**config.mk**
```make
export PLATFORM = sky130hd
export DESIGN_NAME = ps2_rx
export DESIGN_NICKNAME = d
export VERILOG_FILES = /design/src/rtl/ps2_pkg.sv /design/src/rtl/ps2_line_filter.sv /design/src/rtl/ps2_rx.sv
export SDC_FILE = /design/constraint.sdc
export NUM_CORES = 1
export LEC_CHECK = 0
export ABC_AREA = 1
export CORE_MARGIN = 8
export CORE_UTILIZATION = 58
export CTS_CLUSTER_SIZE = 16
export DETAILED_ROUTE_END_ITERATION = 8
export PLACE_DENSITY = 0.78
export SLEW_MARGIN = 5
export SYNTH_ARGS = -nofsm -noshare
export SYNTH_HDL_FRONTEND = slang
export SYNTH_HIERARCHICAL = 1
export SYNTH_SLANG_ARGS = --single-unit
```
**constraint.sdc**
```tcl
create_clock -name clk_sys -period 2.2 [get_ports clk_sys]
set_input_delay 0.44 -clock clk_sys [delete_from_list [all_inputs] [get_ports clk_sys]]
set_output_delay 0.44 -clock clk_sys [all_outputs]
set_load 0.03 [all_outputs]
```
**src/rtl/ps2_pkg.sv**
```systemverilog
// Shared types and constants for the PS/2 keyboard receiver.
// Holds the frame FSM states and the scan-code bytes the receiver treats specially.
package ps2_pkg;

    typedef enum logic [1:0] {
        IDLE   = 2'd0,
        DATA   = 2'd1,
        PARITY = 2'd2,
        STOP   = 2'd3
    } ps2_state_e;

    localparam logic [7:0] PS2_EXT    = 8'hE0;
    localparam logic [7:0] PS2_BRK    = 8'hF0;
    localparam logic [7:0] PS2_PAUSE  = 8'hE1;
    localparam logic [7:0] PS2_ACK    = 8'hFA;
    localparam logic [7:0] PS2_BAT_OK = 8'hAA;
    localparam logic [7:0] PS2_ECHO   = 8'hEE;
    localparam logic [7:0] PS2_RESEND = 8'hFE;
    localparam logic [7:0] PS2_OVF0   = 8'h00;
    localparam logic [7:0] PS2_OVF1   = 8'hFF;

    // Keyboard housekeeping replies that carry no key information.
    function automatic logic is_discard(input logic [7:0] b);
        return (b == PS2_PAUSE)  || (b == PS2_ACK)  || (b == PS2_BAT_OK) ||
               (b == PS2_ECHO)   || (b == PS2_RESEND) ||
               (b == PS2_OVF0)   || (b == PS2_OVF1);
    endfunction

endpackage

```
**src/rtl/ps2_line_filter.sv**
```systemverilog
// Two-flop synchroniser plus debounce for one raw PS/2 pad line.
// The output follows the pad only after FILTER_LEN equal consecutive samples.
module ps2_line_filter
    import ps2_pkg::*;
#(
    parameter int FILTER_LEN = 8
) (
    input  logic clk_sys,
    input  logic reset,
    input  logic i_line,
    output logic o_level
);

    localparam int             CW     = $clog2(FILTER_LEN + 1);
    localparam logic [CW-1:0]  RELOAD = CW'(FILTER_LEN - 1);

    logic [1:0]    r_sync;
    logic          r_level;
    logic [CW-1:0] r_cnt;

    // Down-counter reloads whenever the synced line agrees with the accepted level.
    always_ff @(posedge clk_sys or posedge reset) begin
        if (reset) begin
            r_sync  <= 2'b11;
            r_level <= 1'b1;
            r_cnt   <= '0;
        end else begin
            r_sync <= {r_sync[0], i_line};
            if (r_sync[1] == r_level) begin
                r_cnt <= RELOAD;
            end else if (r_cnt == '0) begin
                r_level <= r_sync[1];
                r_cnt   <= RELOAD;
            end else begin
                r_cnt <= r_cnt - 1'b1;
            end
        end
    end

    assign o_level = r_level;

endmodule

```
**src/rtl/ps2_rx.sv**
```systemverilog
// PS/2 device-to-host frame receiver with E0/F0 prefix folding.
// Emits one registered strobe per scan code, or a frame_err pulse on a bad frame.
module ps2_rx
    import ps2_pkg::*;
#(
    parameter int FILTER_LEN = 8,
    parameter int TIMEOUT    = 48000
) (
    input  logic       clk_sys,
    input  logic       reset,
    input  logic       ps2_clk,
    input  logic       ps2_data,
    output logic       key_strobe,
    output logic       key_pressed,
    output logic       key_extended,
    output logic [7:0] key_code,
    output logic       frame_err
);

    localparam int            TW     = $clog2(TIMEOUT + 1);
    localparam logic [TW-1:0] T_LOAD = TW'(TIMEOUT);

    logic w_clk_f;
    logic w_data_f;
    logic w_bit_edge;
    logic w_timeout;
    logic w_good;
    logic w_err;

    ps2_state_e    r_state;
    ps2_state_e    w_state_nxt;
    logic          r_clk_prev;
    logic [2:0]    r_bit_cnt;
    logic [7:0]    r_shift;
    logic          r_par_ok;
    logic [TW-1:0] r_timer;
    logic          r_ext;
    logic          r_brk;
    logic          r_strobe;
    logic          r_pressed;
    logic          r_extended;
    logic [7:0]    r_code;
    logic          r_err;

    ps2_line_filter #(.FILTER_LEN(FILTER_LEN)) u_clk_filt (
        .clk_sys (clk_sys),
        .reset   (reset),
        .i_line  (ps2_clk),
        .o_level (w_clk_f)
    );

    ps2_line_filter #(.FILTER_LEN(FILTER_LEN)) u_data_filt (
        .clk_sys (clk_sys),
        .reset   (reset),
        .i_line  (ps2_data),
        .o_level (w_data_f)
    );

    assign w_bit_edge = r_clk_prev & ~w_clk_f;
    assign w_timeout  = (r_state != IDLE) && (r_timer == '0);

    always_ff @(posedge clk_sys or posedge reset) begin
        if (reset) begin
            r_state    <= IDLE;
            r_clk_prev <= 1'b1;
        end else begin
            r_state    <= w_state_nxt;
            r_clk_prev <= w_clk_f;
        end
    end

    always_comb begin
        w_state_nxt = r_state;
        w_good      = 1'b0;
        w_err       = 1'b0;
        if (w_timeout) begin
            w_err       = 1'b1;
            w_state_nxt = IDLE;
        end else if (w_bit_edge) begin
            case (r_state)
                IDLE:    if (!w_data_f) w_state_nxt = DATA;
                DATA:    if (r_bit_cnt == 3'd7) w_state_nxt = PARITY;
                PARITY:  w_state_nxt = STOP;
                STOP: begin
                    if (w_data_f && r_par_ok) w_good = 1'b1;
                    else                      w_err  = 1'b1;
                    w_state_nxt = IDLE;
                end
                default: w_state_nxt = IDLE;
            endcase
        end
    end

    always_ff @(posedge clk_sys or posedge reset) begin
        if (reset) begin
            r_bit_cnt  <= '0;
            r_shift    <= '0;
            r_par_ok   <= 1'b0;
            r_timer    <= '0;
            r_ext      <= 1'b0;
            r_brk      <= 1'b0;
            r_strobe   <= 1'b0;
            r_pressed  <= 1'b0;
            r_extended <= 1'b0;
            r_code     <= 8'h00;
            r_err      <= 1'b0;
        end else begin
            if (r_state == IDLE) begin
                r_bit_cnt <= '0;
            end else if (r_state == DATA && w_bit_edge) begin
                r_shift   <= {w_data_f, r_shift[7:1]};
                r_bit_cnt <= r_bit_cnt + 1'b1;
            end

            if (r_state == PARITY && w_bit_edge)
                r_par_ok <= ^{w_data_f, r_shift};

            // Any bit edge restarts the inter-edge budget; only non-IDLE states consume it.
            if (w_bit_edge)
                r_timer <= T_LOAD;
            else if (r_state != IDLE && r_timer != '0)
                r_timer <= r_timer - 1'b1;

            r_strobe <= 1'b0;
            r_err    <= w_err;
            if (w_err) begin
                r_ext <= 1'b0;
                r_brk <= 1'b0;
            end else if (w_good) begin
                if (r_shift == PS2_EXT) begin
                    r_ext <= 1'b1;
                end else if (r_shift == PS2_BRK) begin
                    r_brk <= 1'b1;
                end else if (!is_discard(r_shift)) begin
                    r_strobe   <= 1'b1;
                    r_code     <= r_shift;
                    r_extended <= r_ext;
                    r_pressed  <= ~r_brk;
                    r_ext      <= 1'b0;
                    r_brk      <= 1'b0;
                end
            end
        end
    end

    assign key_strobe   = r_strobe;
    assign key_pressed  = r_pressed;
    assign key_extended = r_extended;
    assign key_code     = r_code;
    assign frame_err    = r_err;

endmodule

```
==> results.md, run 1 <==
- Clock Latency Late Sink: 330 ps
- Post-synthesis compound-gate area fraction: 0.0734
- Routed length per instance: 11.8 microns
- Synthesized area: 3270 sq um
- WL final: 5940 microns
- Initial antenna violation count: 0
- Largest net degree at the start of global routing: 46
- Hold Fails Final Rpt: 0
- XOR/XNOR Fraction of Synth Area: 0.0187
- FMAX: 0.555 GHz
- CP top delay family: buffers and inverters
- Worst vdd ir: 0.527 mV
- Crit path buf inv count: 1
- Register area share after synthesis: 0.454
- Hold path depth: 0
- Clk root buf: clkbuf_8
- RSZ-0062 raised after global routing: no
- Yosys reg bits: 59
- Critical Path Source Type: register
- Measured slew at the worst slew-check pin: 552 ps
- I/O pins: 16
- Main combinational cell family by area after synthesis: simple AND/OR/NAND/NOR gates
- Area share of the largest cell type after synthesis: 0.398
- Die width: 91.1 microns
- Total CTS buffers: 9
- Cell Rows: 27
- H-tree depth: 3
- Post-synthesis mux area share: 0.00306
- Drt pass-1 iters: 5
- PostCTS Resize Cnt: 0
- Tot Pwr: 3.72 mW
- Syn Inst Count: 405
- First-pass GRT wire length: 10800 microns
- Mapped Nets: 432
- Crit share post-route: 0.819
- Netlist cell types: 30
- CTS sink cnt: 59
- Clk slew on worst S/H paths: 70 ps
- Synthesis-to-finish area growth: 12.3%
- Max cap viols: 0
- Critical path class: reg2out
- Final GP Congestion: 0.883
- CTS tree: yes
- Post-route ant nets: 0
- Starting Density: 0.598
- Die area: 8300 sq um
- CP required: 1760 ps
- P per Cell Area: 1010 nW/um^2
- Crit path depth: 1
- Relative slew slack: 0.631
- Adder-Cell Fraction of Synth Area: 0.0879
- Iter 0 DRT Violations: 131
- Antenna diodes: 0
- Leakage Power: 1.82 nW
- Max clock buf depth: 2
- GRT overflow: 0
- Port Buffers: 15
- Largest area contributor in the netlist: dfrtp_1
- Endpoints failing setup: 0
- CP max stage cell: clkdlybuf4s50_1
- CP max FO: 2
- Final Skew: 10.5 ps
- Final Max Slew Viols: 0
- Hold WC Path Type: reg2reg
- Post-DP HPWL: 4370 microns
- Critical path's largest stage delay: 670 ps
- DIE HEIGHT: 91.1 microns
- Most common cell after layout, fill and taps aside: nand2_1
- Via-per-instance ratio: 5.01
- Layout cells sized above 1: 0.122
- Average cell area after synthesis: 8.08 sq um
- Simple-Gate Fraction of Synth Area: 0.276
- Synth top area cells: dfrtp_1 (40%), nand2_1 (13%), ha_1 (8.8%)
- Placeable Area: 5470 sq um
- NumNets Final: 455
- Post-CTS Setup Bufs: 0
- Vias in the first global route: 2495
- Routed via count: 2529
- # DRC: 0
- Crit end category: output port
- Syn. warnings: 6
- Status: complete, no violations
- Setup TNS: 0 ps
- Worst-path cell chain: clkdlybuf4s50_1
- Gr usage total: 0.156
- Most frequent cells in the layout: nand2_1 (110), inv_1 (55), dfrtp_1 (52), nor2_1 (31), nand3_1 (25)
- Hold-fix buffers at CTS: 0
- R2R depth: 11
- Worst Path Arrival: 1360 ps
- Final worst path period need: 1800 ps
## where the power goes
group	leakage, nW	internal (mW)	switching, mW	total, mW
registers	0.741	1.33	0.236	1.57
logic	0.988	0.451	0.843	1.29
clock network	0.0932	0.465	0.398	0.863
total	1.82	2.25	1.48	3.72
## final timing paths
kind                                                     start                        endpoint  slack [ps]
worst max-delay path                   key_code[2]$_DFFE_PP0P_                     key_code[2]         400
worst min-delay path            u_clk_filt/r_sync[0]$_DFF_PP1_  u_clk_filt/r_sync[1]$_DFF_PP1_         360
worst max register to register          r_shift[2]$_DFFE_PP0P_         key_code[2]$_DFFE_PP0P_         410
worst min register to register  u_clk_filt/r_sync[0]$_DFF_PP1_  u_clk_filt/r_sync[1]$_DFF_PP1_         360
max in group asynchronous                                reset            r_clk_prev$_DFF_PP1_        1410
min in group asynchronous                                reset   u_clk_filt/r_cnt[0]$_DFF_PP0_         400
## synth_stat cells (all sizes together)
master  count
mux2i       1
nand2     118
dfrtp      52
o21ai      39
a21oi       3
or2         2
xor2        5
nand3      28
o211ai      1
buf         6
nor2       43
inv        61
dfstp       7
xnor2       2
ha         23
nand3b      3
nand4       4
nor3b       1
clkbuf      1
o31ai       3
nor3        2
## metrics by stage
stage	setup slack [ps]	utilization	instance area (sq um)	hold slack [ps]	cells
2_1_floorplan	653	-	3270	241	405
3_3_place_gp	442	0.640	3500	346	489
3_5_place_dp	423	0.640	3500	349	489
4_1_cts	371	0.671	3670	360	505
5_1_grt	152	0.671	3670	363	505
6_report	399	0.671	3670	357	505
## routing by layer
metal,share of wire,up-vias,global-route usage
li1,-,1309,-
met1,0.50,1165,0.193
met4,0.017,0,0.0819
met5,0,-,0
met2,0.44,45,0.249
met3,0.045,10,0.0346
## logic make-up after synthesis
kind of cell	count (synthesis)
simple gates	201
buf+inv	68
flops	59
compound gates	46
fa+ha+maj	23
xor+xnor	7
mux	1
## area by class of cell
| type | count | area (sq um) |
|---|---|---|
| inverter | 61 | 231 |
| clock buffer | 13 | 159 |
| sequential | 59 | 1490 |
| multi-input combinational | 278 | 1500 |
| clock inverter | 3 | 15.0 |
| timing repair buffer | 19 | 193 |
| tap | 72 | 90.1 |
| fill | 459 | 1800 |
## flip-flops by register name, indices dropped and copies added (netlist names), 2 cells and up
register and cells:
u_data_filt/r_cnt 4, r_timer 16, r_state 2, u_clk_filt/r_cnt 4, r_bit_cnt 3, key_code 8
u_data_filt/r_sync 2, r_shift 8, u_clk_filt/r_sync 2
## worst reg2reg max path: cells and delay by family (launching register included)
| kind | cells | cell delay, ps |
|---|---|---|
| adders and majority gates | 1 | 220 |
| AOI/OAI and AO/OA | 1 | 110 |
| buffers and inverters | 2 | 140 |
| DFF | 1 | 400 |
| and+or+nand+nor | 7 | 860 |
No activity file was read; power rests on OpenSTA's default activity.
==> inputs of run 2 (changes only) <==
--- a/config.mk
+++ b/config.mk
@@ -7,10 +7,10 @@
 export LEC_CHECK = 0
 export ABC_AREA = 1
 export CORE_MARGIN = 8
-export CORE_UTILIZATION = 58
+export CORE_UTILIZATION = 54
 export CTS_CLUSTER_SIZE = 16
 export DETAILED_ROUTE_END_ITERATION = 8
-export PLACE_DENSITY = 0.78
+export PLACE_DENSITY = 0.77
 export SLEW_MARGIN = 5
 export SYNTH_ARGS = -nofsm -noshare
 export SYNTH_HDL_FRONTEND = slang
==> constraint.sdc (replaced) <==
create_clock -name clk_sys -period 1.5 [get_ports clk_sys]
set_input_delay 0.3 -clock clk_sys [delete_from_list [all_inputs] [get_ports clk_sys]]
set_output_delay 0.3 -clock clk_sys [all_outputs]
set_load 0.03 [all_outputs]
==> results.md, run 2 (synthesis gave the netlist of run 1 again) <==
- P per Cell Area: 1530 nW/um^2 (+51%)
- WL final: 8800 microns (+48%)
- Vias in the first global route: 2628 (+5.3%)
- Final Skew: 9.88 ps (-0.641 ps)
- Die area: 8810 sq um (+6.1%)
- Status: finished, violations left
- Routed via count: 3070 (+21%)
- Most common cell after layout, fill and taps aside: nand2_1
- Hold WC Path Type: in2async
- Endpoints failing setup: 28 (+28)
- Critical Path Source: r_shift[0]$_DFFE_PP0P_
- Final GP Congestion: 0.919 (+4.1%)
- Die width: 93.9 microns (+3.0%)
- Post-route ant nets: 0 (unchanged)
- FMAX: 0.570 GHz
- Critical path class: reg2reg
- Initial antenna violation count: 0 (unchanged)
- Largest Register: r_timer
- Largest net degree at the start of global routing: 46 (unchanged)
- Final worst path period need: 1760 ps
- Clk slew on worst S/H paths: 60 ps (about the same)
- Placed cells: 528 (+8.0%)
- R2R depth: 12 (+1)
- Tot Pwr: 6.96 mW (+87%)
- Port Buffers: 15 (unchanged)
- Cell Rows: 28 (+3.7%)
- Final Max Slew Viols: 0 (unchanged)
- Clk root buf: clkbuf_8
- Worst setup margin: -255 ps (-654 ps)
- Worst Path Arrival: 2050 ps (+690 ps)
- Routed length per instance: 15.5 microns (+32%)
- Total CTS buffers: 9 (unchanged)
- Antenna diodes: 0 (unchanged)
- Drt pass-1 iters: 4 (-1)
- Placeable Area: 5890 sq um (+7.5%)
- Critical Path Source Type: register
- GRT overflow: 0 (unchanged)
- Crit share post-route: 1.17
- Design area: 4540 sq um (+24%)
- Measured slew at the worst slew-check pin: 381 ps (-170 ps)
- Fill count: 355 (-23%)
- CP max FO: 5 (+3)
- First-pass GRT wire length: 11500 microns (+6.8%)
- Area after DPL: 3810 sq um (+8.8%)
- Via-per-instance ratio: 5.40 (+7.9%)
- CTS sink cnt: 59 (unchanged)
- Max cap viols: 0 (unchanged)
- I/O pins: 16 (unchanged)
- Crit end category: register
- Pre-CTS setup slack: -173 ps (-597 ps)
- Violated checks: negative setup slack
- Leakage Power: 2.23 nW (+23%)
- # DRC: 0 (unchanged)
- Non-filler cells, final: 568 (+12%)
- Starting Density: 0.556 (-0.0420)
- CP required: 1790 ps (+30 ps)
- Setup TNS: -3810 ps (-3810 ps)
- Layout cells sized above 1: 0.408 (+0.285)
- RSZ-0062 raised after global routing: yes
- H-tree depth: 3 (unchanged)
- Gr usage total: 0.166 (+0.00982)
- Most frequent cells in the layout: nand2_1 (91), buf_4 (53), dfrtp_1 (46), inv_1 (42), nand2_2 (25)
- Synthesis-to-finish area growth: 38.8%
- Max clock buf depth: 2 (unchanged)
- Worst vdd ir: 0.910 mV (+72%)
- Iter 0 DRT Violations: 345 (+160%)
- NumNets Final: 515 (+13%)
- Clock Latency Late Sink: 350 ps (+20 ps)
- Hold Fails Final Rpt: 0 (unchanged)
- Relative slew slack: 0.745 (+0.114)
- DIE HEIGHT: 93.9 microns (+3.0%)
- Largest register FFs: 16 (unchanged)
- CTS tree: yes
- Post-DP HPWL: 4740 microns (+8.4%)
- Reg-to-reg startpoint: r_shift[0]$_DFFE_PP0P_
run 2: cell count changes in the layout (fill, tap and decap cells not counted), moves of 11 or more:
cell	before	now
buf_4	3	53
nand2_1	110	91
nand2_2	8	25
ha_1	23	8
nor2_1	31	16
inv_1	55	42
o21ai_2	0	13
clkdlybuf4s50_1	15	3
dlygate4sd2_1	0	12
inv_2	4	15
run 2: final timing paths:
check,endpoint,slack [ps]
setup / recovery,key_code[6]$_DFFE_PP0P_,-260
hold / removal,u_data_filt/r_cnt[0]$_DFF_PP0_,230
min in group clk_sys,u_data_filt/r_sync[1]$_DFF_PP1_,360
max in group asynchronous,r_clk_prev$_DFF_PP1_,880
hold reg to reg,u_data_filt/r_sync[1]$_DFF_PP1_,360
setup reg to reg,key_code[6]$_DFFE_PP0P_,-260
run 2: per-stage QoR:
stage                     hold slack [ps]   util
after global placement                347  0.647
after detailed placement              350  0.647
final                                 227  0.772
after floorplan                       101      -
after global routing                  272  0.772
after CTS                             229  0.698
run 2: where the power goes:
group / switching, mW / leakage [nW] / internal (mW)
logic: 1.93 / 1.41 / 1.47
clock network: 0.619 / 0.0872 / 0.637
registers: 0.341 / 0.732 / 1.96
run 2: critical path, stage by stage, from the launching register on:
cell      delay (ps)
dfrtp_2          440
inv_4             70
ha_4             170
inv_2             60
nand2_2           60
nand3b_1         120
nand2_2           90
nor2_4           170
o21ai_4          110
nor2_4           140
buf_6            150
nand2_2           50
nand2_1           60
run 2: timing repair:
item	4_1_cts	5_1_grt
endpoints found under the hold margin	0	0
gates cloned	1	1
setup buffers	6	16
endpoints found under the setup margin	36	35
hold buffers	0	0
pin swaps	3	23
gates resized for setup	47	87
run 2: layout make-up:
type                       instances  area (sq um)  share of cell area
inverter                          61           244              0.0537
clock buffer                      13           149              0.0328
tap                               75          93.8              0.0207
clock inverter                     3          15.0             0.00331
timing repair buffer              78           667               0.147
sequential                        59          1490               0.329
multi-input combinational        279          1880               0.414
run 2: per-layer routing:
| layer | wire [microns] | up-vias | track usage | share of wire |
|---|---|---|---|---|
| li1 | - | 1434 | - | - |
| met1 | 3720 | 1487 | 0.198 | 0.42 |
| met2 | 4230 | 117 | 0.263 | 0.48 |
| met3 | 541 | 32 | 0.0464 | 0.061 |
| met4 | 318 | 0 | 0.0925 | 0.036 |
| met5 | 0 | - | 0 | 0 |
==> inputs of run 3 (changes only) <==
--- a/config.mk
+++ b/config.mk
@@ -16,3 +16,4 @@
 export SYNTH_HDL_FRONTEND = slang
 export SYNTH_HIERARCHICAL = 1
 export SYNTH_SLANG_ARGS = --single-unit
+export TNS_END_PERCENT = 20
==> results.md, run 3 (synthesis gave the netlist of run 1 again) <==
- Critical Path Source Type: register
- Area taken by flip-flops and latches: 1490 sq um (about the same)
- Crit path buf inv count: 2 (-1)
- Placed cells: 528 (unchanged)
- Gr usage total: 0.162 (-0.00371)
- FMAX: 0.584 GHz (+2.5%)
- Placeable Area: 5890 sq um (unchanged)
- WL final: 7240 microns (-18%)
- CTS tree: yes
- Most frequent cells in the layout: nand2_1 (101), dfrtp_1 (47), buf_4 (46), inv_1 (43), nand3_1 (25)
- Endpoints failing setup: 14 (-50%)
- Most common cell after layout, fill and taps aside: nand2_1
- Final GP Congestion: 0.919 (unchanged)
- I/O pins: 16 (unchanged)
- Via-per-instance ratio: 5.04 (-6.8%)
- CTS sink cnt: 59 (unchanged)
- Max clock buf depth: 2 (unchanged)
- CP max stage cell: dfrtp_2
- Non-filler cells, final: 555 (-2.3%)
- Final Max Slew Viols: 0 (unchanged)
- Die width: 93.9 microns (unchanged)
- Worst Path Arrival: 1990 ps (-60 ps)
- Antenna diodes: 0 (unchanged)
- Crit end category: register
- Most used cell, CP: nand2_1
- Hold Fails Final Rpt: 0 (unchanged)
- Largest register FFs: 16 (unchanged)
- Hold WC Path Type: in2async
- Area occupied by multi-input gates: 1690 sq um (-10%)
- Iter 0 DRT Violations: 212 (-39%)
- Critical path class: reg2reg
- RSZ-0062 raised after global routing: yes
- Clk slew on worst S/H paths: 70 ps (about the same)
- Synthesis-to-finish area growth: 29.2%
- Measured slew at the worst slew-check pin: 316 ps (-65.9 ps)
- Fill count: 420 (+18%)
- CP top delay family: simple AND/OR/NAND/NOR gates
- P per Cell Area: 1440 nW/um^2 (-5.8%)
- Starting Density: 0.556 (unchanged)
- Worst Hold Margin: 237 ps (+9.30 ps)
- Worst-path cell chain: inv_4 -> ha_4 -> nand2_1 -> nand2_1 -> nand2_1 -> nand2_2 -> nor2_4 -> o21ai_4 -> nor2_4 -> buf_4 -> nand2_1 -> nand2_1
- Worst setup margin: -212 ps (+43.6 ps)
- Crit share post-route: 1.14 (-0.0291)
- CP max FO: 5 (unchanged)
- Clock Latency Late Sink: 340 ps (about the same)
- Post-DP HPWL: 4740 microns (unchanged)
- Die area: 8810 sq um (unchanged)
- Hold-fix buffers at CTS: 0 (unchanged)
- CP required: 1780 ps (about the same)
- Largest Register: r_timer
- Vias in the first global route: 2609 (-0.72%)
- Total CTS buffers: 9 (unchanged)
- Final Util: 0.719 (-0.0529)
- Drt pass-1 iters: 4 (unchanged)
- First-pass GRT wire length: 11200 microns (-2.5%)
- GRT overflow: 0 (unchanged)
- Routed length per instance: 13.1 microns (-16%)
- NumNets Final: 502 (-2.5%)
- Final Skew: 8.87 ps (-1.01 ps)
- # DRC: 0 (unchanged)
- Post-route ant nets: 0 (unchanged)
- Largest net degree at the start of global routing: 46 (unchanged)
- Clk root buf: clkbuf_8
- Port Buffers: 15 (unchanged)
- Final worst path period need: 1710 ps (-43.6 ps)
- Design area: 4230 sq um (-6.9%)
- Status: finished, violations left
- Max cap viols: 0 (unchanged)
- DIE HEIGHT: 93.9 microns (unchanged)
- Cell Rows: 28 (unchanged)
- Initial antenna violation count: 0 (unchanged)
- Leakage Power: 2.13 nW (-4.6%)
- Violated checks: negative setup slack
- H-tree depth: 3 (unchanged)
- Worst vdd ir: 0.819 mV (-9.9%)
- Layout cells sized above 1: 0.319 (-0.0890)
- Critical path's largest stage delay: 460 ps (+20 ps)
- Routed via count: 2797 (-8.9%)
- Relative slew slack: 0.789 (+0.0433)
- Area after DPL: 3810 sq um (unchanged)
## run 3: power breakdown
group / total, mW / switching [mW] / internal (mW)
Clock: 1.24 / 0.605 / 0.637
Combinational: 2.60 / 1.50 / 1.11
Sequential: 2.26 / 0.303 / 1.96
## run 3: path summary, 6_finish.rpt
kind | slack (ps) | to | startpoint | cells past startpoint
worst min register to register | 360 | u_data_filt/r_sync[1]$_DFF_PP1_ | u_data_filt/r_sync[0]$_DFF_PP1_ | 0
worst min-delay path | 240 | u_clk_filt/r_cnt[0]$_DFF_PP0_ | reset | 2
worst max-delay path | -210 | key_code[1]$_DFFE_PP0P_ | r_shift[1]$_DFFE_PP0P_ | 12
max in group asynchronous | 890 | r_clk_prev$_DFF_PP1_ | reset | 3
worst max register to register | -210 | key_code[1]$_DFFE_PP0P_ | r_shift[1]$_DFFE_PP0P_ | 12
min in group clk_sys | 360 | u_data_filt/r_sync[1]$_DFF_PP1_ | u_data_filt/r_sync[0]$_DFF_PP1_ | 0
## run 3: worst register-to-register path: stages, from the launching register on
cell and delay, ps:
dfrtp_2 460, inv_4 70, ha_4 160, nand2_1 80, nand2_1 70, nand2_1 80
nand2_2 70, nor2_4 140, o21ai_4 100, nor2_4 150, buf_4 140, nand2_1 60
nand2_1 80
## run 3: cell type report
cell class,count,area share
clock inverters,3,0.00355
inverters,61,0.0559
well taps,75,0.0222
multi-input cells,278,0.400
flip-flops and latches,59,0.353
repair buffers,66,0.131
clock buffers,13,0.0352
## run 3: per-stage QoR
stage | power (mW) | worst slack [ps] | setup TNS [ps]
after floorplan | 3.81 | 12.0 | 0
after global placement | 4.51 | -108 | -983
after detailed placement | 4.58 | -173 | -1750
after CTS | 5.91 | -109 | -946
after global routing | 6.58 | -305 | -3780
final | 6.11 | -212 | -2100
## run 3: per-layer routing
layer / wire [microns] / track usage
met1: 3250 / 0.197
met5: 0 / 0
met4: 156 / 0.0911
met3: 342 / 0.0440
met2: 3490 / 0.253
## run 3: timing repair
item / 4_1_cts / 5_1_grt
gates cloned: 1 / 0
resized for setup: 33 / 42
endpoints found under the setup margin: 36 / 35
pin swaps: 1 / 13
buffers inserted: 4 / 6
